## src/rtl/cpu_defs_pkg.sv

```systemverilog
// Shared CPU definitions: datapath width, ALU op-class selectors, funct3
// encodings for the base ALU and the M extension, and the mul/div FSM state.
package cpu_defs;

    localparam int XLEN = 32;

    // ex_alusel op classes
    localparam logic [2:0] ALUSEL_NOP       = 3'd0;
    localparam logic [2:0] ALUSEL_LOGIC     = 3'd1;
    localparam logic [2:0] ALUSEL_SHIFT     = 3'd2;
    localparam logic [2:0] ALUSEL_ARITH     = 3'd3;
    localparam logic [2:0] ALUSEL_MULDIV    = 3'd4;
    localparam logic [2:0] ALUSEL_LOADSTORE = 3'd5;

    // RV32I funct3 (SUB/SRA share ADD/SRL and are picked by funct7[5])
    localparam logic [2:0] F3_ADD  = 3'b000;
    localparam logic [2:0] F3_SLL  = 3'b001;
    localparam logic [2:0] F3_SLT  = 3'b010;
    localparam logic [2:0] F3_SLTU = 3'b011;
    localparam logic [2:0] F3_XOR  = 3'b100;
    localparam logic [2:0] F3_SRL  = 3'b101;
    localparam logic [2:0] F3_OR   = 3'b110;
    localparam logic [2:0] F3_AND  = 3'b111;

    // RV32M funct3
    localparam logic [2:0] F3_MUL    = 3'b000;
    localparam logic [2:0] F3_MULH   = 3'b001;
    localparam logic [2:0] F3_MULHSU = 3'b010;
    localparam logic [2:0] F3_MULHU  = 3'b011;
    localparam logic [2:0] F3_DIV    = 3'b100;
    localparam logic [2:0] F3_DIVU   = 3'b101;
    localparam logic [2:0] F3_REM    = 3'b110;
    localparam logic [2:0] F3_REMU   = 3'b111;

    typedef enum logic [1:0] {
        MD_IDLE = 2'd0,
        MD_BUSY = 2'd1,
        MD_DONE = 2'd2
    } md_state_e;

endpackage

```

## src/rtl/muldiv_iter.sv

```systemverilog
// Iterative RV32M multiply/divide unit: shift-add multiply and restoring
// divide, one step per clock over MD_STEPS cycles.
// Ports:
//   clk, rst_n (sync, active-low), flush (abort, back to IDLE)
//   start      : a mul/div op is presented (only sampled in IDLE)
//   op         : M-extension funct3
//   a, b       : operands (held stable by upstream while busy)
//   busy       : unit needs the pipeline held this cycle
//   done       : result is valid this cycle (DONE state)
//   result     : final 32-bit result
module muldiv_iter #(
    parameter int XLEN     = 32,
    parameter int MD_STEPS = 32   // must equal XLEN
) (
    input  logic            clk,
    input  logic            rst_n,
    input  logic            flush,
    input  logic            start,
    input  logic [2:0]      op,
    input  logic [XLEN-1:0] a,
    input  logic [XLEN-1:0] b,
    output logic            busy,
    output logic            done,
    output logic [XLEN-1:0] result
);
    import cpu_defs::*;

    localparam int CW = $clog2(MD_STEPS);
    localparam logic [XLEN-1:0] INT_MIN = {1'b1, {(XLEN-1){1'b0}}};

    md_state_e         state_q, state_d;
    logic [CW-1:0]     cnt_q, cnt_d;
    logic [2*XLEN-1:0] acc_q, acc_d;     // mul: {hi, multiplier}; div: {rem, quotient}
    logic [XLEN-1:0]   opnd_q, opnd_d;   // mul: multiplicand; div: divisor
    logic [XLEN-1:0]   res_q, res_d;
    logic [2:0]        op_q, op_d;
    logic              sa_q, sa_d, sb_q, sb_d;

    // operand sign handling at start
    logic            sgn_a, sgn_b, sa, sb, is_div, div_zero, div_ovf;
    logic [XLEN-1:0] a_mag, b_mag, special;

    assign is_div   = op[2];
    assign sgn_a    = (op != F3_MULHU) && (op != F3_DIVU) && (op != F3_REMU);
    assign sgn_b    = (op == F3_MUL) || (op == F3_MULH) || (op == F3_DIV) || (op == F3_REM);
    assign sa       = sgn_a & a[XLEN-1];
    assign sb       = sgn_b & b[XLEN-1];
    assign a_mag    = sa ? -a : a;
    assign b_mag    = sb ? -b : b;
    assign div_zero = (b == '0);
    assign div_ovf  = ((op == F3_DIV) || (op == F3_REM)) && (a == INT_MIN) && (b == '1);
    // op[1] distinguishes REM/REMU from DIV/DIVU
    assign special  = div_zero ? (op[1] ? a : '1) : (op[1] ? '0 : INT_MIN);

    // one iteration
    logic [XLEN:0]     mul_sum, div_trial;
    logic [2*XLEN-1:0] mul_next, div_next, step_next, prod;
    logic [XLEN-1:0]   quo, rem, final_res;

    assign mul_sum   = {1'b0, acc_q[2*XLEN-1:XLEN]} + (acc_q[0] ? {1'b0, opnd_q} : '0);
    assign mul_next  = {mul_sum, acc_q[XLEN-1:1]};
    // trial subtract of divisor from {partial remainder, next dividend bit}
    assign div_trial = acc_q[2*XLEN-1:XLEN-1] - {1'b0, opnd_q};
    assign div_next  = div_trial[XLEN] ? {acc_q[2*XLEN-2:0], 1'b0}
                                       : {div_trial[XLEN-1:0], acc_q[XLEN-2:0], 1'b1};
    assign step_next = op_q[2] ? div_next : mul_next;

    // sign correction on the last step
    assign prod = (sa_q ^ sb_q) ? -step_next : step_next;
    assign quo  = (sa_q ^ sb_q) ? -step_next[XLEN-1:0] : step_next[XLEN-1:0];
    assign rem  = sa_q ? -step_next[2*XLEN-1:XLEN] : step_next[2*XLEN-1:XLEN];

    always_comb begin
        final_res = '0;
        if (op_q[2])
            final_res = op_q[1] ? rem : quo;
        else
            final_res = (op_q == F3_MUL) ? prod[XLEN-1:0] : prod[2*XLEN-1:XLEN];
    end

    always_comb begin
        state_d = state_q;
        cnt_d   = cnt_q;
        acc_d   = acc_q;
        opnd_d  = opnd_q;
        res_d   = res_q;
        op_d    = op_q;
        sa_d    = sa_q;
        sb_d    = sb_q;
        case (state_q)
            MD_IDLE: begin
                if (start) begin
                    op_d = op;
                    sa_d = sa;
                    sb_d = sb;
                    if (is_div && (div_zero || div_ovf)) begin
                        res_d   = special;
                        state_d = MD_DONE;
                    end else begin
                        opnd_d  = is_div ? b_mag : a_mag;
                        acc_d   = {{XLEN{1'b0}}, (is_div ? a_mag : b_mag)};
                        cnt_d   = '0;
                        state_d = MD_BUSY;
                    end
                end
            end
            MD_BUSY: begin
                acc_d = step_next;
                cnt_d = cnt_q + 1'b1;
                if (cnt_q == CW'(MD_STEPS-1)) begin
                    res_d   = final_res;
                    state_d = MD_DONE;
                end
            end
            MD_DONE: state_d = MD_IDLE;
            default: state_d = MD_IDLE;
        endcase
        if (flush) begin
            state_d = MD_IDLE;
            cnt_d   = '0;
        end
    end

    always_ff @(posedge clk) begin
        if (!rst_n) begin
            state_q <= MD_IDLE;
            cnt_q   <= '0;
            acc_q   <= '0;
            opnd_q  <= '0;
            res_q   <= '0;
            op_q    <= '0;
            sa_q    <= 1'b0;
            sb_q    <= 1'b0;
        end else begin
            state_q <= state_d;
            cnt_q   <= cnt_d;
            acc_q   <= acc_d;
            opnd_q  <= opnd_d;
            res_q   <= res_d;
            op_q    <= op_d;
            sa_q    <= sa_d;
            sb_q    <= sb_d;
        end
    end

    assign busy   = (state_q == MD_BUSY) || ((state_q == MD_IDLE) && start);
    assign done   = (state_q == MD_DONE);
    assign result = res_q;

endmodule

```

## src/rtl/ex_stage.sv

```systemverilog
// Execute stage with integrated EX/MEM register. Single-cycle RV32I ALU plus
// an iterative mul/div unit that stalls the pipeline while it works.
// Ports:
//   clk, rst_n (sync, active-low), flush (kill instruction in EX)
//   ex_*     : decoded instruction from the ID/EX register
//   stallreq : hold ID/EX and upstream (combinational)
//   mem_*    : registered outputs to the MEM stage
module ex_stage #(
    parameter int XLEN     = 32,
    parameter int MD_STEPS = 32   // must equal XLEN
) (
    input  logic            clk,
    input  logic            rst_n,
    input  logic            flush,
    input  logic [6:0]      ex_aluop,
    input  logic [2:0]      ex_alusel,
    input  logic [XLEN-1:0] ex_reg1,
    input  logic [XLEN-1:0] ex_reg2,
    input  logic [XLEN-1:0] ex_imm,
    input  logic [4:0]      ex_wd,
    input  logic            ex_wreg,
    input  logic            ex_wmem,
    input  logic            ex_rmem,
    input  logic [XLEN-1:0] ex_mem_addr,
    output logic            stallreq,
    output logic [XLEN-1:0] mem_wdata,
    output logic [4:0]      mem_wd,
    output logic            mem_wreg,
    output logic            mem_wmem,
    output logic            mem_rmem,
    output logic [XLEN-1:0] mem_addr,
    output logic [XLEN-1:0] mem_sdata
);
    import cpu_defs::*;

    logic [XLEN-1:0] op_a, op_b, alu_res;
    logic [4:0]      shamt;
    logic [2:0]      f3;
    logic            alt;          // funct7[5]: SUB / SRA
    logic            is_md;
    logic            unused_aluop;

    assign op_a         = ex_reg1;
    assign op_b         = ex_aluop[6] ? ex_imm : ex_reg2;
    assign shamt        = op_b[4:0];
    assign f3           = ex_aluop[2:0];
    assign alt          = ex_aluop[3];
    assign is_md        = (ex_alusel == ALUSEL_MULDIV);
    assign unused_aluop = ^ex_aluop[5:4];

    always_comb begin
        alu_res = '0;
        case (ex_alusel)
            ALUSEL_LOGIC: begin
                case (f3)
                    F3_XOR:  alu_res = op_a ^ op_b;
                    F3_OR:   alu_res = op_a | op_b;
                    F3_AND:  alu_res = op_a & op_b;
                    default: alu_res = '0;
                endcase
            end
            ALUSEL_SHIFT: begin
                case (f3)
                    F3_SLL:  alu_res = op_a << shamt;
                    F3_SRL:  alu_res = alt ? XLEN'($signed(op_a) >>> shamt) : (op_a >> shamt);
                    default: alu_res = '0;
                endcase
            end
            ALUSEL_ARITH: begin
                case (f3)
                    F3_ADD:  alu_res = alt ? (op_a - op_b) : (op_a + op_b);
                    F3_SLT:  alu_res = {{(XLEN-1){1'b0}}, ($signed(op_a) < $signed(op_b))};
                    F3_SLTU: alu_res = {{(XLEN-1){1'b0}}, (op_a < op_b)};
                    default: alu_res = '0;
                endcase
            end
            // load/store data moves in MEM; the address comes from ex_mem_addr
            default: alu_res = '0;
        endcase
    end

    logic            md_busy, md_done;
    logic [XLEN-1:0] md_result;

    muldiv_iter #(
        .XLEN     (XLEN),
        .MD_STEPS (MD_STEPS)
    ) u_muldiv (
        .clk    (clk),
        .rst_n  (rst_n),
        .flush  (flush),
        .start  (is_md & ~flush),
        .op     (f3),
        .a      (op_a),
        .b      (op_b),
        .busy   (md_busy),
        .done   (md_done),
        .result (md_result)
    );

    // flush always releases the pipeline, even mid-divide
    assign stallreq = rst_n & ~flush & md_busy;

    // EX/MEM register; a stalled or flushed cycle writes a bubble
    logic            kill;
    logic [XLEN-1:0] wdata_q, wdata_d, addr_q, addr_d, sdata_q, sdata_d;
    logic [4:0]      wd_q, wd_d;
    logic            wreg_q, wreg_d, wmem_q, wmem_d, rmem_q, rmem_d;

    // a mul/div only reaches here un-stalled in DONE, so md_result is final
    assign kill = flush | stallreq | (is_md & ~md_done);

    always_comb begin
        wdata_d = '0;
        wd_d    = '0;
        wreg_d  = 1'b0;
        wmem_d  = 1'b0;
        rmem_d  = 1'b0;
        addr_d  = '0;
        sdata_d = '0;
        if (!kill) begin
            wdata_d = is_md ? md_result : alu_res;
            wd_d    = ex_wd;
            wreg_d  = ex_wreg;
            wmem_d  = ex_wmem;
            rmem_d  = ex_rmem;
            addr_d  = ex_mem_addr;
            sdata_d = ex_reg2;
        end
    end

    always_ff @(posedge clk) begin
        if (!rst_n) begin
            wdata_q <= '0;
            wd_q    <= '0;
            wreg_q  <= 1'b0;
            wmem_q  <= 1'b0;
            rmem_q  <= 1'b0;
            addr_q  <= '0;
            sdata_q <= '0;
        end else begin
            wdata_q <= wdata_d;
            wd_q    <= wd_d;
            wreg_q  <= wreg_d;
            wmem_q  <= wmem_d;
            rmem_q  <= rmem_d;
            addr_q  <= addr_d;
            sdata_q <= sdata_d;
        end
    end

    assign mem_wdata = wdata_q;
    assign mem_wd    = wd_q;
    assign mem_wreg  = wreg_q;
    assign mem_wmem  = wmem_q;
    assign mem_rmem  = rmem_q;
    assign mem_addr  = addr_q;
    assign mem_sdata = sdata_q;

endmodule
```

## config.mk

```make
export PLATFORM = sky130hd
export DESIGN_NAME = ex_stage
export DESIGN_NICKNAME = d
export VERILOG_FILES = /design/src/rtl/cpu_defs_pkg.sv /design/src/rtl/muldiv_iter.sv /design/src/rtl/ex_stage.sv
export SDC_FILE = /design/constraint.sdc
export NUM_CORES = 2
export LEC_CHECK = 0
export CAP_MARGIN = 5
export CORE_ASPECT_RATIO = 1.1
export CORE_UTILIZATION = 38
export CTS_CLUSTER_DIAMETER = 60
export DETAILED_ROUTE_END_ITERATION = 10
export GPL_ROUTABILITY_DRIVEN = 0
export HOLD_SLACK_MARGIN = 0.08
export PLACE_DENSITY = 0.66
export SYNTH_ARGS = -nofsm -noshare
export SYNTH_HDL_FRONTEND = slang
export SYNTH_SLANG_ARGS = --single-unit
export TNS_END_PERCENT = 50
```

## constraint.sdc

```tcl
create_clock -name clk -period 8.7 [get_ports clk]
set_input_delay 2.175 -clock clk [delete_from_list [all_inputs] [get_ports clk]]
set_output_delay 2.175 -clock clk [all_outputs]
set_load 0.03 [all_outputs]
```

# --- Word-level counts from Yosys, hierarchy flattened ---
# Index checks and enable logic that the tools add are counted.
# Widths: inputs -> output; s select.
totals:
  register_bits: 244
  output_inout_bits: 105
  wordCells: 131
  in_bits: 149
op_classes:
  shift: 3
  muxes: 38
  bitwise: 16
  eq_ne: 23
  reduce_logical: 24
  n_addsub: 10
  order_cmp: 2
op_table:
  columns: ["cell", "n"]
  rows:
  - ["$mux 32", 20]
  - ["$mux 64", 5]
  - ["$pmux 32 s3", 3]
  - ["$neg 32->32", 4]
  - ["$pmux 32 s2", 2]
  - ["$pmux 64 s2", 1]
  - ["$eq 32x32->1 const B", 2]
  - ["$lt 32x32->1", 2]
  - ["$neg 64->64", 1]
  - ["$add 32x33->33", 1]
  - ["$sub 33x32->33", 1]
  - ["$add 32x32->32", 1]
  - ["$and 32x32->32", 1]
  - ["$logic_not 32->1", 1]
  - ["$or 32x32->32", 1]
  - ["$shl 32x5->32", 1]
  - ["$shr 32x5->32", 1]
  - ["$sshr 32x5->32", 1]
  - ["$sub 32x32->32", 1]
  - ["$xor 32x32->32", 1]
  - ["$eq 3x3->1 const B", 5]
  - ["$eq 3x2->1 const B", 4]
  - ["$mux 5", 2]
  - ["$pmux 5 s2", 1]
  - ["other kinds (24)", 53]

# --- Logic depth before layout (Yosys ltp) ---
depth:
  word_depth: 10
  mapped_depth: 24
  depth_no_buf: 23

# --- Cells and area by module ---
# Synthesis repeated with hierarchy kept, for this count alone.
hier_totals:
  hier_cells: 3979
  hier_area_um2: 28519.9
by_module_without_submodules:
  columns: ["module", "cells_per_inst", "seq_area_each_um2", "area_each_um2", "n_inst"]
  rows:
  - ["muldiv_iter", 2295, 2802.7, 16288.1, 1]
  - ["ex_stage", 1684, 2082.0, 12231.7, 1]

# --- Worst setup path before layout ---
# No wires, ideal clock.
synth_timing:
  path_type: "input -> register"
  from: "input port ex_aluop[6]"
  to: "register u_muldiv.res_q[29] (netlist: u_muldiv.result[29])"
  path_stages: 22
  n_path_buf: 8
  setup_ns: 0.061
  arrival_ns: 7.826
  required_time_ns: 8.639
  path_slack_ns: 0.814
  cell_sequence: "buf_2 > buf_4 > buf_2 > buf_2 > buf_2 > mux2i_1 > clkbuf_1 > clkbuf_1 > ha_1 > o2111ai_1 > nor4_1 > o2111ai_1 > nor3_2 > o21ai_1 > or4_1 > a21o_1 > clkbuf_1 > nor2_2 > and2_1 > o221ai_1 > a221oi_1 > a32o_1"
synth_between:
  elab_chain_cells: 7
  word_cells_on_any_way: 12
  cone_classes: "eq/ne: 2; mux: 5; reduce/logical: 5"
synth_rtl:
  columns: ["element", "line", "rtl"]
  rows:
  - ["start, declared", "ex_stage.sv:15", "input logic [6:0] ex_aluop,"]
  - ["$mux 32 (*)", "ex_stage.sv:44", "assign op_b = ex_aluop[6] ? ex_imm : ex_reg2;"]
  - ["$eq 32x32->1", "muldiv_iter.sv:51", "assign div_ovf = ((op == F3_DIV) || (op == F3_REM)) && (a == INT_MIN) && (b == '1);"]
  - ["$logic_and 1x1->1", "muldiv_iter.sv:51", null]
  - ["$logic_or 1x1->1", "muldiv_iter.sv:96", "if (is_div && (div_zero || div_ovf)) begin"]
  - ["$logic_and 1x1->1", "muldiv_iter.sv:96", null]
  - ["$ne 2x1->1 (no line)", null, null]
  - ["$reduce_and 4->1 (no line)", null, null]
  - ["end signal, assigned", "muldiv_iter.sv:139", "res_q <= res_d;"]
  - ["end, declared", "muldiv_iter.sv:35", "logic [XLEN-1:0] res_q, res_d;"]
# Every way passes the cells marked *; elsewhere a longest branch is shown, timed or not. The select of a mux whose other input is x is not followed.
# A chain may end at the register's enable or synchronous reset.

# --- Final worst setup path ---
# Same ends and word-level chain as after synthesis.

==> reports/results.tsv <==
stage	metric	value	unit
run_status	outcome	completed	
synthesis	Post-synth EDFFs	0	
critical_path	Setup crit start kind	input pin	
timing	Slew @ Worst Pin	1.16	ns
timing	Finish-stage setup viols	0	
floorplan	I/O Pins	254	
global_route	grt ovf	0	
layout	Layout Cells excl Fill	5101	
cts	CTS tree	built	
drt	# DRC	0	
global_route	vias in the first global route	29206	
cts	clock buffer depth	3	
placed_design	placed inst area	0.0315	sq mm
cts	CTS Sinks	244	
cts	Clock Root Buffer	clkbuf_16	
synthesis	FF+latch count, synth	244	
cts	CTS Hold Bufs	0	
timing	clk_skew	0.0329	ns
drt	DR vias/cell	6.23	
run	Max Cap Viol	0	
power_and_ir_drop	PwrDens	129	mW/mm^2
synthesis	YS warnings	0	
critical_path	worst-path maximum fanout	39	
drt	Final ANT Viol Nets	0	
power_and_ir_drop	Peak VDD IR	0.144	mV
timing	Tcrit/Tclk final	84.5	%
synthesis	Post-Syn Area	0.0280	sq mm
synthesis	post-synth top area share	17.5	%
timing	unrepaired setup endpoints after global routing	no	
drt	Post-Route WL	118000	um
critical_path	CP max stage delay	0.68	ns
cts	Max H-tree Level	2	
timing	fmax	136	MHz
drt	vias post-DR	31762	
placed_design	port bufs	251	
critical_path	endpoint class of the critical path	register	
synthesis	synth unique cells	104	
drt	DRT iter0 DRCs	4120	
timing	final hold violation count	0	
critical_path	worst path cell trace	buf_2, buf_4, mux2i_4, buf_4, inv_1, buf_4, nand2_1, nor4_1, nand4_1, nor4_1, o21ai_1, or4_1, a21o_1, buf_4, nor2_2, and2_1, o221ai_1, a221oi_1, a32o_1	
synthesis	dominant synthesized flop cell	dfxtp_1	
placed_design	DP Worst Slack	1.12	ns
drt	DRT Pass-1 Iters	10	
timing	Fin Setup TNS	0	ns
floorplan	Starting Density	38.3	%
synthesis	Mapped Cells	3997	
power_and_ir_drop	Leak	12.8	nW
floorplan	die area	0.0747	sq mm
synthesis	area leader, netlist	dfxtp_1	
timing	minimum clock period	7.35	ns
layout	Final Cell Area	0.0328	sq mm
power_and_ir_drop	Total Power	4.22	mW
placed_design	Final HPWL DP	90100	um
floorplan	overall die height	287	um
critical_path	Req. time, crit path	9.19	ns
floorplan	Row Count	104	
timing	max-slew violations	0	
layout	share of layout cells above drive strength 1	6.22	%
global_route	largest net degree at the start of global routing	100	
floorplan	Core ar.	0.0730	sq mm
synthesis	syn avg cell area	7.00	sq um
cts	later-pin clock latency in the skew report	0.57	ns
synthesis	main area contributors after synthesis	dfxtp_1 (17%), ha_1 (8.9%), a21oi_1 (6.9%), o21ai_0 (6.9%), nand2_1 (6.2%)	
critical_path	Setup Crit Path Kind	input pin to register	
cts	Clk pin slew, worst setup/hold paths	0.06	ns
cts	setup bufs post-CTS	0	
synthesis	Async SR Flop Fraction	0	%
floorplan	Die W	261	um
synthesis	register area share after synthesis	17.5	%
cts	Post-CTS Resized	0	
critical_path	most used cell, CP	buf_4	
critical_path	Critical Path AT	7.84	ns
timing	Slew Limit Headroom	21.4	%
global_route	initial antenna violation count	3	
global_route	Total GRT Usage	30.3	%
layout	nets@finish	4472	
drt	drt wl/cell	23.1	um
timing	setup ws final	1.35	ns
synthesis	syn_nets	4348	
critical_path	Worst path slowest cell	nor4_1	
layout	Syn-to-layout area delta	17.1	%
placed_design	Inst Count DP	5038	
global_route	global-route wire length before repair	176000	um
min_path	HP Class	register to register	
layout	Filler cells	7422	
cts	CTS buffer count	35	
## layer usage
metal  vias to the layer above  global-route usage, %  wire length [um]
met4                         2                   18.5              8200
met1                     14666                   37.1             44900
met3                       422                   6.60             12200
met2                      1866                   48.4             52300
met5                         -                      0                 9
li1                      14806                      -                 -
## flip-flops by register name (all words and copies together) (netlist names)
signal / cells
u_muldiv.op_q: 3
u_muldiv.cnt_q: 5
mem_sdata: 32
mem_rmem: 1
mem_wmem: 1
mem_addr: 32
u_muldiv.acc_q: 64
mem_wdata: 32
u_muldiv.result: 32
u_muldiv.sa_q: 1
mem_wreg: 1
u_muldiv.sb_q: 1
u_muldiv.opnd_q: 32
u_muldiv.state_q: 2
mem_wd: 5
## where the power goes
group / switching [mW] / leakage (nW) / total (mW) / internal (mW)
Sequential: 0.0176 / 1.98 / 1.16 / 1.14
Combinational: 0.988 / 10.3 / 1.54 / 0.547
Clock: 0.602 / 0.601 / 1.52 / 0.921
## through the flow
stage                     util, %  hold WS (ns)
after floorplan                 -         0.414
after global placement       43.2         0.433
after detailed placement     43.2         0.438
after CTS                    44.9         0.444
after global routing         44.9         0.479
final                        44.9         0.445
## cells in the mapped netlist (7+ instances only)
| cell type | instances |
|---|---|
| dfxtp_1 | 244 |
| a2111oi_0 | 8 |
| o21ai_0 | 385 |
| nand2_1 | 462 |
| o211ai_1 | 77 |
| ha_1 | 198 |
| a221oi_1 | 27 |
| a221o_1 | 8 |
| o22ai_1 | 25 |
| o211a_1 | 8 |
| a21oi_1 | 386 |
| o21ai_1 | 7 |
| nand4_1 | 41 |
| buf_2 | 22 |
| and3_1 | 19 |
| a211o_1 | 10 |
| or3_1 | 35 |
| a22oi_1 | 13 |
| or2_2 | 13 |
| xnor2_1 | 158 |
| or4_1 | 11 |
| a21o_1 | 52 |
| nor3b_1 | 17 |
| o41ai_1 | 10 |
| nand2b_1 | 28 |
| inv_1 | 151 |
| nor2b_1 | 18 |
| buf_1 | 30 |
| a31oi_1 | 79 |
| o21a_1 | 16 |
| nor4_1 | 38 |
| and2_1 | 125 |
| mux2_2 | 10 |
| nor3_1 | 87 |
| a222oi_1 | 28 |
| clkbuf_1 | 212 |
| a211oi_1 | 65 |
| mux2i_1 | 171 |
| nand3_1 | 74 |
| o31ai_1 | 30 |
| o21bai_1 | 21 |
| xor2_1 | 60 |
| nor2_1 | 347 |
| o221ai_1 | 18 |
## cell families after synthesis
kind of cell               synth area share (%)
buffers and inverters                      5.92
xor gates and xnor gates                   6.82
AOI/OAI and AO/OA                          31.0
DFF                                        17.5
and+or+nand+nor                            22.9
muxes                                      6.68
adders and majority gates                  9.17
## cell type report
cell class,count,area [sq um],area share (%)
clock buffer,43,967,2.95
tap,954,1190,3.64
multi-input combinational,3327,21600,65.9
inverter,156,587,1.79
clock inverter,19,245,0.749
timing repair buffer,357,3300,10.1
antenna,1,2.50,0.00764
sequential,244,4890,14.9
## final timing paths
kind / start / to / slack (ns) / cells past startpoint
worst max register to register: u_muldiv.acc_q[31]$_SDFFE_PN0P_ / u_muldiv.result[6]$_SDFFE_PN0P_ / 1.56 / 24
worst min register to register: u_muldiv.cnt_q[3]$_SDFFE_PN0P_ / u_muldiv.cnt_q[3]$_SDFFE_PN0P_ / 0.45 / 1
worst min-delay path: u_muldiv.cnt_q[3]$_SDFFE_PN0P_ / u_muldiv.cnt_q[3]$_SDFFE_PN0P_ / 0.45 / 1
worst max-delay path: ex_aluop[6] / u_muldiv.result[29]$_SDFFE_PN0P_ / 1.35 / 19
## placed cells by master (no fill, tap or decap), types with 28 or more instances in the layout
cell type        synthesis  layout
nand2_1                462     461
a21oi_1                386     385
o21ai_0                385     385
nor2_1                 347     345
clkdlybuf4s50_1          0     247
dfxtp_1                244     243
ha_1                   198     198
mux2i_1                171     166
xnor2_1                158     157
inv_1                  151     149
and2_1                 125     125
buf_4                    4     106
nor3_1                  87      87
a31oi_1                 79      79
o211ai_1                77      77
nand3_1                 74      74
a211oi_1                65      65
xor2_1                  60      59
a21o_1                  52      52
nand4_1                 41      41
nor4_1                  38      37
clkbuf_16                0      36
or3_1                   35      35
o31ai_1                 30      30
a222oi_1                28      28
## critical path, delay by kind of cell
family / cells / cell delay (ns)
compound gates: 5 / 1.06
mux: 1 / 0.17
buf+inv: 6 / 1.71
simple gates: 7 / 2.66
(Power assumes the default switching activity.)
